==> config.mk <==
export PLATFORM = sky130hd
export DESIGN_NAME = kamus_wb_stage
export DESIGN_NICKNAME = d
export VERILOG_FILES = /design/src/rtl/kamus_wb_pkg.sv /design/src/rtl/kamus_wb_load_align.sv /design/src/rtl/kamus_wb_stage.sv
export SDC_FILE = /design/constraint.sdc
export NUM_CORES = 1
export LEC_CHECK = 0
export ABC_AREA = 1
export CAP_MARGIN = 10
export CORE_UTILIZATION = 46
export CTS_CLUSTER_SIZE = 16
export DETAILED_ROUTE_END_ITERATION = 8
export PLACE_DENSITY = 0.82
export RECOVER_POWER = 100
export SYNTH_ARGS = -nofsm -noshare
export SYNTH_HDL_FRONTEND = slang
export SYNTH_SLANG_ARGS = --single-unit
==> constraint.sdc <==
create_clock -name clk_i -period 3.2 [get_ports clk_i]
set_input_delay 0.48 -clock clk_i [delete_from_list [all_inputs] [get_ports clk_i]]
set_output_delay 0.48 -clock clk_i [all_outputs]
set_load 0.005 [all_outputs]
==> src/rtl/kamus_wb_pkg.sv <==
// kamus_wb_pkg: shared types for the kamus-v writeback stage.
//   wb_sel_e    : result source select encoding (slot index into src_data_i)
//   ld_size_e   : load access size
//   wb_state_e  : writeback FSM state
//   ld_size_bits: number of significant bits a load of a given size returns
package kamus_wb_pkg;

  typedef enum logic [1:0] {
    WB_ALU  = 2'd0,
    WB_LOAD = 2'd1,
    WB_PC4  = 2'd2,
    WB_CSR  = 2'd3
  } wb_sel_e;

  typedef enum logic [1:0] {
    LD_BYTE   = 2'd0,
    LD_HALF   = 2'd1,
    LD_WORD   = 2'd2,
    LD_DOUBLE = 2'd3
  } ld_size_e;

  typedef enum logic {
    S_IDLE    = 1'b0,
    S_WAIT_LD = 1'b1
  } wb_state_e;

  // A double on a 32-bit datapath degrades to a word.
  function automatic logic [6:0] ld_size_bits(input ld_size_e size, input int xlen);
    logic [6:0] bits;
    case (size)
      LD_BYTE: bits = 7'd8;
      LD_HALF: bits = 7'd16;
      LD_WORD: bits = 7'd32;
      default: bits = (xlen == 64) ? 7'd64 : 7'd32;
    endcase
    return bits;
  endfunction

endpackage

==> src/rtl/kamus_wb_load_align.sv <==
// kamus_wb_load_align: combinational load-data aligner / extender.
// Ports:
//   data          in  XLEN            raw naturally aligned L1D word
//   size          in  ld_size_e       access size
//   load_unsigned in  1               zero-extend instead of sign-extend
//   offset        in  $clog2(XLEN/8)  byte offset of the load address
//   result        out XLEN            aligned, extended load value
// Offset bits below the access granule are ignored; misaligned accesses
// never reach this block.
module kamus_wb_load_align
  import kamus_wb_pkg::*;
#(
  parameter int XLEN = 32
) (
  input  logic [XLEN-1:0]           data,
  input  ld_size_e                  size,
  input  logic                      load_unsigned,
  input  logic [$clog2(XLEN/8)-1:0] offset,
  output logic [XLEN-1:0]           result
);

  localparam int OFF_W = $clog2(XLEN/8);

  logic [OFF_W-1:0] eff_off;
  logic [XLEN-1:0]  lane;
  logic [XLEN-1:0]  up;
  logic [6:0]       sh;

  always_comb begin
    // Clear the offset bits that fall inside the access granule.
    case (size)
      LD_BYTE:   eff_off = offset;
      LD_HALF:   eff_off = offset & ~OFF_W'(1);
      LD_WORD:   eff_off = offset & ~OFF_W'(3);
      LD_DOUBLE: eff_off = '0;
      default:   eff_off = '0;
    endcase

    lane = data >> {eff_off, 3'b000};

    // Move the field to the top, then shift back logically or arithmetically
    // to get zero or sign extension for any field width.
    sh = 7'(XLEN) - ld_size_bits(size, XLEN);
    up = lane << sh;
    if (load_unsigned) begin
      result = up >> sh;
    end else begin
      result = $signed(up) >>> sh;
    end
  end

endmodule

==> src/rtl/kamus_wb_stage.sv <==
// kamus_wb_stage: writeback stage of the kamus-v core.
// Accepts one retiring instruction per cycle from MEM/WB, picks its result
// source, waits for late L1D load data, and drives a registered
// register-file write port plus a retired-instruction counter.
//
// Handshake: an instruction transfers on a cycle where memwb_valid_i and
// memwb_ready_o are both high. memwb_ready_o is decoded from FSM state only
// (high in S_IDLE), so it never depends combinationally on any input.
//
// Ports:
//   clk_i, rst_i            clock, synchronous active-high reset
//   memwb_valid_i/ready_o   instruction handshake
//   regfile_wr_en_i         instruction writes rd
//   rd_addr_i               destination register
//   wb_mux_sel_i            result source (wb_sel_e)
//   src_data_i              packed sources, slot k at [k*XLEN +: XLEN]
//   load_size_i             0 byte, 1 half, 2 word, 3 double
//   load_unsigned_i         zero-extend load result
//   load_offset_i           byte offset of the load address
//   l1d_rsp_valid_i/data_i  L1D read response
//   rf_wr_en_o/addr_o/data_o registered register-file write port
//   ld_busy_o/ld_busy_addr_o load outstanding and its rd
//   rsp_err_o               sticky: L1D response with no load pending
//   instret_o               retired-instruction count (wraps)
module kamus_wb_stage
  import kamus_wb_pkg::*;
#(
  parameter int XLEN      = 32,
  parameter int NUM_SRC   = 4,
  parameter int REG_AW    = 5,
  parameter int INSTRET_W = 64
) (
  input  logic                       clk_i,
  input  logic                       rst_i,
  input  logic                       memwb_valid_i,
  output logic                       memwb_ready_o,
  input  logic                       regfile_wr_en_i,
  input  logic [REG_AW-1:0]          rd_addr_i,
  input  logic [$clog2(NUM_SRC)-1:0] wb_mux_sel_i,
  input  logic [NUM_SRC*XLEN-1:0]    src_data_i,
  input  logic [1:0]                 load_size_i,
  input  logic                       load_unsigned_i,
  input  logic [$clog2(XLEN/8)-1:0]  load_offset_i,
  input  logic                       l1d_rsp_valid_i,
  input  logic [XLEN-1:0]            l1d_rsp_data_i,
  output logic                       rf_wr_en_o,
  output logic [REG_AW-1:0]          rf_wr_addr_o,
  output logic [XLEN-1:0]            rf_wr_data_o,
  output logic                       ld_busy_o,
  output logic [REG_AW-1:0]          ld_busy_addr_o,
  output logic                       rsp_err_o,
  output logic [INSTRET_W-1:0]       instret_o
);

  localparam int OFF_W = $clog2(XLEN/8);

  wb_state_e         state;
  wb_state_e         state_next;

  // Load context captured at accept time, consumed when data returns.
  logic [REG_AW-1:0] lat_rd;
  logic              lat_we;
  ld_size_e          lat_size;
  logic              lat_uns;
  logic [OFF_W-1:0]  lat_off;

  logic              accept;
  logic              is_load_sel;
  logic              ld_done;
  logic [XLEN-1:0]   sel_data;
  logic [XLEN-1:0]   ld_result;

  assign accept      = memwb_valid_i && memwb_ready_o;
  assign is_load_sel = (int'(wb_mux_sel_i) == int'(WB_LOAD));
  // A response in the accept cycle is not sampled: state is still S_IDLE.
  assign ld_done     = (state == S_WAIT_LD) && l1d_rsp_valid_i;

  // Source select. The load slot is never used here and out-of-range
  // selects fall through to zero.
  always_comb begin
    sel_data = '0;
    for (int k = 0; k < NUM_SRC; k++) begin
      if ((int'(wb_mux_sel_i) == k) && (k != int'(WB_LOAD))) begin
        sel_data = src_data_i[k*XLEN +: XLEN];
      end
    end
  end

  kamus_wb_load_align #(
    .XLEN (XLEN)
  ) u_load_align (
    .data          (l1d_rsp_data_i),
    .size          (lat_size),
    .load_unsigned (lat_uns),
    .offset        (lat_off),
    .result        (ld_result)
  );

  // FSM: state register.
  always_ff @(posedge clk_i) begin
    if (rst_i) begin
      state <= S_IDLE;
    end else begin
      state <= state_next;
    end
  end

  // FSM: next-state logic.
  always_comb begin
    state_next = state;
    case (state)
      S_IDLE: begin
        if (accept && is_load_sel) begin
          state_next = S_WAIT_LD;
        end
      end
      S_WAIT_LD: begin
        if (l1d_rsp_valid_i) begin
          state_next = S_IDLE;
        end
      end
      default: state_next = S_IDLE;
    endcase
  end

  // FSM: state-decoded outputs.
  always_comb begin
    memwb_ready_o  = (state == S_IDLE);
    ld_busy_o      = (state == S_WAIT_LD);
    ld_busy_addr_o = (state == S_WAIT_LD) ? lat_rd : '0;
  end

  // Load context capture.
  always_ff @(posedge clk_i) begin
    if (rst_i) begin
      lat_rd   <= '0;
      lat_we   <= 1'b0;
      lat_size <= LD_BYTE;
      lat_uns  <= 1'b0;
      lat_off  <= '0;
    end else if (accept && is_load_sel) begin
      lat_rd   <= rd_addr_i;
      lat_we   <= regfile_wr_en_i;
      lat_size <= ld_size_e'(load_size_i);
      lat_uns  <= load_unsigned_i;
      lat_off  <= load_offset_i;
    end
  end

  // Write port and retirement counter. The write slot is the cycle after a
  // non-load accept or after a load response; outside it the port is zero.
  // Writes to x0 or with the enable low still retire.
  always_ff @(posedge clk_i) begin
    if (rst_i) begin
      rf_wr_en_o   <= 1'b0;
      rf_wr_addr_o <= '0;
      rf_wr_data_o <= '0;
      instret_o    <= '0;
      rsp_err_o    <= 1'b0;
    end else begin
      rf_wr_en_o   <= 1'b0;
      rf_wr_addr_o <= '0;
      rf_wr_data_o <= '0;
      if (accept && !is_load_sel) begin
        rf_wr_en_o   <= regfile_wr_en_i && (rd_addr_i != '0);
        rf_wr_addr_o <= rd_addr_i;
        rf_wr_data_o <= sel_data;
        instret_o    <= instret_o + INSTRET_W'(1);
      end else if (ld_done) begin
        rf_wr_en_o   <= lat_we && (lat_rd != '0);
        rf_wr_addr_o <= lat_rd;
        rf_wr_data_o <= ld_result;
        instret_o    <= instret_o + INSTRET_W'(1);
      end
      // A response with no load pending carries no data we can use.
      if ((state == S_IDLE) && l1d_rsp_valid_i) begin
        rsp_err_o <= 1'b1;
      end
    end
  end

endmodule
# Yosys cells after proc, flatten, opt, wreduce, memory -nomap -nowiden
# Index checks and enable logic that the tools add are counted.
[word_totals] inputBits=177 memories=0 mem_bits_ro=0 latch_bits=0 wordCells=56 ramBits=0 reg_bits=115
[classes] add_sub_neg=2 n_eq_ne=6 magnitude_cmp=0 div=0 n_bitwise=1 shift=4 mul=0 mux=18 reduce_logical=14
[op_table] op="2-to-1 mux 32 bit" count=6
[op_table] op="2-to-1 mux 64 bit" count=2
[op_table] op="adder 64 x 1 -> 64 bit, second input constant" count=1
[op_table] op="<< shifter 32 x 7 -> 32 bit" count=1
[op_table] op="right shift 32 x 5 -> 32 bit" count=1
[op_table] op="right shift 32 x 7 -> 32 bit" count=1
[op_table] op=">>> shifter 32 x 7 -> 32 bit" count=1
[op_table] op="2-to-1 mux 5 bit" count=3
[op_table] op="case mux 6 bit (2 select lines)" count=1
[op_table] op="nonzero test 5 bit" count=2
[op_table] op="equality test 2 bit, second input constant" count=4
[op_table] op="logical AND 1 bit" count=7
[op_table] op="subtractor 6 x 6 -> 7 bit, first input constant" count=1
[op_table] op="case mux 2 bit (3 select lines)" count=1
[op_table] op="equality test 2 x 1 -> 1 bit, second input constant" count=2
[op_table] op="zero test 2 bit" count=2
[op_table] op="2-to-1 mux 1 bit" count=4
[op_table] op="case mux 1 bit (2 select lines)" count=1
[op_table] op="nonzero test 2 bit" count=1
[op_table] op="OR reduction 2 bit" count=1
[op_table] op="zero test 1 bit" count=1
[op_table] op="NOT 1 bit" count=1

# Depth between registers and ports, before layout
[logic_depth] word_depth=9 depth_mapped=15 mapped_depth_nobuf=14

# Cells and area by module
# From an unflattened synthesis, not the netlist that was laid out.
[unflattened] cells_unflattened=1244 area_unflattened_um2=7578.5
[by_module_without_submodules] mod="kamus_wb_stage" cells_per_inst=959 area_per_inst_um2=6202.2 n_inst=1
[by_module_without_submodules] mod="kamus_wb_load_align" cells_per_inst=285 area_per_inst_um2=1376.3 n_inst=1

# Worst setup path after synthesis
# Ideal clock, no wire load.
[synth_path] path_type="reg2reg" startpoint="reg lat_size[0]" endpoint="reg rf_wr_data_o[13]" slack_ns=0.934 arrival_ns=2.134 stages_incl_launch_ff=14 required_ns=3.068 cell_sequence="dfxtp_1 -> inv_1 -> nand2_1 -> buf_2 -> buf_2 -> ha_1 -> buf_2 -> inv_1 -> buf_1 -> buf_2 -> nand2_1 -> nand2_1 -> o21bai_1 -> a21oi_1"
[synth_via] elab_chain_cells=9 word_cells_on_any_way=15
[synth_rtl] item="start: declaration" line_no="kamus_wb_stage.sv:63" text="ld_size_e lat_size;"
[synth_rtl] item="start signal: assignment" line_no="kamus_wb_stage.sv:144" text="lat_size <= ld_size_e'(load_size_i);"
[synth_rtl] item="equality test 2 bit" line_no="kamus_wb_load_align.sv:31" text="case (size)"
[synth_rtl] item="OR reduction 2 bit (no source line)"
[synth_rtl] item="case mux 2 bit (3 select lines)" line_no="kamus_wb_load_align.sv:31"
[synth_rtl] item="right shift 32 x 5 -> 32 bit" line_no="kamus_wb_load_align.sv:39" text="lane = data >> {eff_off, 3'b000};"
[synth_rtl] item="<< shifter 32 x 7 -> 32 bit" line_no="kamus_wb_load_align.sv:44" text="up = lane << sh;"
[synth_rtl] item=">>> shifter 32 x 7 -> 32 bit or right shift 32 x 7 -> 32 bit (tied branches)" line_no="kamus_wb_load_align.sv:48, kamus_wb_load_align.sv:46"
[synth_rtl] item="2-to-1 mux 32 bit *" line_no="kamus_wb_load_align.sv:45" text="if (load_unsigned) begin"
[synth_rtl] item="2-to-1 mux 32 bit *" line_no="kamus_wb_stage.sv:169" text="end else if (ld_done) begin"
[synth_rtl] item="2-to-1 mux 32 bit *" line_no="kamus_wb_stage.sv:164" text="if (accept && !is_load_sel) begin"
[synth_rtl] item="end signal: assignment" line_no="kamus_wb_stage.sv:167" text="rf_wr_data_o <= sel_data;"
[synth_rtl] item="end signal: assignment" line_no="kamus_wb_stage.sv:172" text="rf_wr_data_o <= ld_result;"
[synth_rtl] item="end: declaration" line_no="kamus_wb_stage.sv:48" text="output logic [XLEN-1:0] rf_wr_data_o,"
# Every way passes the cells marked *; elsewhere a longest branch is shown, timed or not.
# A chain may end at the register's enable or synchronous reset.

# Worst setup path in the final report
[layout_path] startpoint="in wb_mux_sel_i[0]" endpoint="reg rf_wr_data_o[23]"
[layout_via] elab_chain_cells=5 word_cells_on_any_way=10
[layout_rtl] item="start: declaration" line_no="kamus_wb_stage.sv:39" text="input logic [$clog2(NUM_SRC)-1:0] wb_mux_sel_i,"
[layout_rtl] item="zero test 2 bit" line_no="kamus_wb_stage.sv:83" text="if ((int'(wb_mux_sel_i) == k) && (k != int'(WB_LOAD))) begin"
[layout_rtl] item="2-to-1 mux 32 bit (3 in series)" line_no="kamus_wb_stage.sv:83"
[layout_rtl] item="2-to-1 mux 32 bit *" line_no="kamus_wb_stage.sv:164"
# Marked as above.

==> impl_summary.txt <==
----------------------------------------------------
[Global route]
  Wire length of the first global-routing pass ... 45.5 mm
  Global routing usage summed across all routing layers ... about a third
  Vias in the first global route ... roughly 8600
  Total global routing overflow ... 0
  Antenna violations before repair ... 3
  Pin count of the biggest net entering global routing ... between 70 and 80

[Timing]
  Final Critical Period ... approximately 2.6 ns
  Final number of hold-violating endpoints ... 0
  Fmax ... 378 MHz
  Final setup viols ... 0
  Final period util ... just over 80%
  Worst Tran Pin Value ... about 0.94 ns
  Relative slew margins ... between 30% and 40%
  Hold slack ... 0.472 ns
  Number of max-slew violations in the final report ... 0
  RSZ-0062 raised after global routing ... no
  Setup tns final ... 0 ns
  Worst clock skew ... 0.00913 ns

[Clock network]
  Worst-skew pair later-pin latency ... between 0.4 and 0.5 ns
  Deepest clock path buffer count ... 2
  Post-CTS Repair Setup Buffers ... 0
  Clk slew on worst S/H paths ... ~0.06 ns
  Hold Buf Count CTS ... 0
  Total CTS buffers ... 17
  Post-cts repair resize count ... 0
  Sink count of the clock tree ... around 120
  H-Tree Depth ... 4
  TritonCTS clock tree ... done
  Root Buffer Master ... clkbuf_16

[Setup path]
  Crit path from ... wb_mux_sel_i[0]
  Path depth of the worst reg2reg path ... 10
  Largest driver fanout on the critical path ... 34
  Critical Path End Type ... register
  Critical path endpoint ... rf_wr_data_o[23]$_SDFF_PP0_
  Critical Path Source Type ... input port
  Slack of the worst reg-to-reg path ... between 0.6 and 0.7 ns
  Signal arrival time at the worst endpoint ... about 3 ns
  Startpoint of the lowest-slack register-to-register path ... ld_busy_o$_SDFF_PP0_
  CP Data Required Time ... 3.54 ns
  Worst Path Class, Setup ... input port to register
  RR Endpoint ... instret_o[25]$_SDFFE_PP0P_

[Placed design]
  Number of buffers inserted by port buffering ... about 250
  Final GP Congestion ... between 0.9 and 1
  Final HPWL DP ... 22.4 mm

[Routing]
  Post-DR vias/cell ... 5.49
  Total via count in the routed design ... 9525
  Detailed-route DRC error count ... 0
  Total detailed-routing wirelength ... roughly 30 mm
  Final antenna-violating net count ... 0
  1st-iter DRT viols ... 764
  First-pass iteration count of the detailed router ... 5
  DR WL/cell ... between 15 and 20 um

[Die]
  IO Count ... ~290
  Placeable core area ... approximately 17000 um2
  Die Area ... between 15000 and 20000 um2
  Floorplan row count ... 47
  Die H ... approximately 130 um
  Initial standard-cell utilization of the core ... roughly 47%
  Width of the chip ... roughly 130 um

[Finish]
  Fill count ... between 1500 and 2000
  Area growth from synthesis to layout ... 39.5%
  Share of post-route cells with drive strength above 1 ... under 10%
  Total Nets Final ... 1679
  Post-layout utilization of the core ... 66.1%

[Synthesis]
  Post-synthesis instance area ... between 7000 and 8000 um2
  Synthesized instance count ... between 1000 and 1500
  Sequential share of the synthesized area ... 29.2%
  Unique cell type count in the Yosys netlist ... between 40 and 50
  Number of register bits inferred by synthesis ... between 100 and 150
  Warnings, synthesis ... 0
  Syn_nets ... about 1500
  Post-Syn Area per Cell ... roughly 6.2 um2

[Worst hold path]
  Worst min-delay path category ... register to register

[Status]
  Result of the run ... finished, final reports clean

[Pwr]
  Pwr Density ... roughly 370 nW/um2
  Leakage ... around 4.7 nW
  Worst IR Drop VDD ... ~370 uV
  Power, Total ... around 4.0 mW

[Flow run]
  Number of maximum-capacitance constraint violations ... 0

----------------------------------------------------
[per-stage QoR]
step / worst slack [ns] / std cells / area (um2)
after global routing: 0.329 / 1736 / 11000
after CTS: 0.846 / 1733 / 11100
after detailed placement: 0.676 / 1701 / 10500
after floorplan: 0.934 / 1274 / 7890
after global placement: 0.671 / 1701 / 10500
final: 0.554 / 1736 / 11000
[sequential cells by signal, indices dropped and copies added, names as in the netlist]
signal / count
lat_we: 1
rf_wr_addr_o: 5
ld_busy_o: 1
lat_uns: 1
lat_rd: 5
instret_o: 64
rf_wr_en_o: 1
rsp_err_o: 1
lat_size: 2
lat_off: 2
rf_wr_data_o: 32
[cell usage after synthesis, drive strengths merged]
cell type | instances | area share, %
a221oi | 1 | 0.11
clkinv | 3 | 0.19
o211a | 1 | 0.13
o21bai | 6 | 0.57
nor4 | 4 | 0.32
dfxtp | 115 | 29
clkbuf | 34 | 1.6
and2 | 2 | 0.16
xor2 | 12 | 1.3
a21oi | 119 | 7.6
o211ai | 8 | 0.89
xnor2 | 6 | 0.67
a211oi | 2 | 0.19
nand2 | 349 | 17
nor3 | 37 | 3.5
o221ai | 1 | 0.11
or3 | 1 | 0.079
nand4 | 19 | 1.7
or2 | 5 | 0.40
o311ai | 1 | 0.11
o21a | 7 | 0.67
nand3 | 179 | 12
nor3b | 2 | 0.19
inv | 119 | 5.7
o21ai | 71 | 4.8
nand3b | 6 | 0.73
nor2 | 135 | 7.7
ha | 2 | 0.32
buf | 27 | 2.0
[logic make-up after synthesis]
kind of cell | Yosys count | synth area share [%]
AOI/OAI and AO/OA | 217 | 15.1
xor gates and xnor gates | 18 | 2.00
adders and majority gates | 2 | 0.317
buffers and inverters | 183 | 9.43
DFF | 115 | 29.2
and+or+nand+nor | 739 | 43.9
[worst min path at each step]
stage / slack (ns) / cells after the start / to / startpoint
2_1_floorplan: 0.45 / 2 / lat_we$_SDFFE_PP0P_ / lat_we$_SDFFE_PP0P_
6_report: 0.47 / 2 / rsp_err_o$_SDFFE_PP0P_ / rsp_err_o$_SDFFE_PP0P_
3_5_place_dp: 0.46 / 2 / rsp_err_o$_SDFFE_PP0P_ / rsp_err_o$_SDFFE_PP0P_
5_1_grt: 0.51 / 2 / rf_wr_addr_o[2]$_SDFF_PP0_ / lat_rd[2]$_SDFFE_PP0P_
4_1_cts: 0.48 / 2 / rsp_err_o$_SDFFE_PP0P_ / rsp_err_o$_SDFFE_PP0P_
3_3_place_gp: 0.45 / 2 / rsp_err_o$_SDFFE_PP0P_ / rsp_err_o$_SDFFE_PP0P_
[final cells by class]
class	instances	area [um2]	share of cell area (%)
multi-input combinational	976	4770	43.3
timing repair buffer	268	2630	23.9
sequential	115	2300	20.9
inverter	122	462	4.20
clock buffer	19	443	4.03
tap	220	275	2.50
clock inverter	13	110	1.00
antenna	3	7.51	0.0682
[per-layer routing]
| layer | part of all wire [%] | vias to the layer above | track usage [%] |
|---|---|---|---|
| met4 | 4.1 | 0 | 16.5 |
| li1 | - | 4654 | - |
| met5 | 0 | - | 0 |
| met1 | 40 | 4367 | 40.8 |
| met2 | 47 | 445 | 54.7 |
| met3 | 8.7 | 59 | 5.98 |
[cell usage in the layout, fill, tap and decap left out, types with 3 or more instances in the layout]
| cell | count |
|---|---|
| a21oi_1 | 119 |
| buf_4 | 8 |
| clkbuf_1 | 4 |
| clkbuf_16 | 17 |
| clkdlybuf4s50_1 | 141 |
| clkinv_2 | 8 |
| dfxtp_1 | 115 |
| diode_2 | 3 |
| dlygate4sd3_1 | 111 |
| inv_1 | 110 |
| inv_2 | 9 |
| nand2_1 | 334 |
| nand2_2 | 14 |
| nand3_1 | 174 |
| nand3_2 | 5 |
| nand3b_1 | 5 |
| nand4_1 | 18 |
| nor2_1 | 121 |
| nor2_2 | 7 |
| nor2_4 | 7 |
| nor3_1 | 25 |
| nor3_2 | 8 |
| nor3_4 | 4 |
| nor4_1 | 4 |
| o211ai_1 | 6 |
| o21a_1 | 7 |
| o21ai_0 | 55 |
| o21ai_1 | 10 |
| o21ai_2 | 6 |
| o21bai_1 | 6 |
| or2_1 | 3 |
| xnor2_1 | 6 |
| xor2_1 | 12 |
[where the power goes]
group	internal [mW]	switching, mW	leakage (nW)
clock	1.08	0.735	0.273
combinational	0.327	0.408	3.47
sequential	1.46	0.0221	0.932
[critical path, cell delays in order]
cell,delay (ns)
dlygate4sd3_1,0.60
clkbuf_2,0.46
nor2_1,0.41
clkbuf_2,0.54
nand2_1,0.10
nand3_1,0.09
nand2_1,0.08
a21oi_1,0.17
Note: power is estimated with default switching activity, not from simulation.
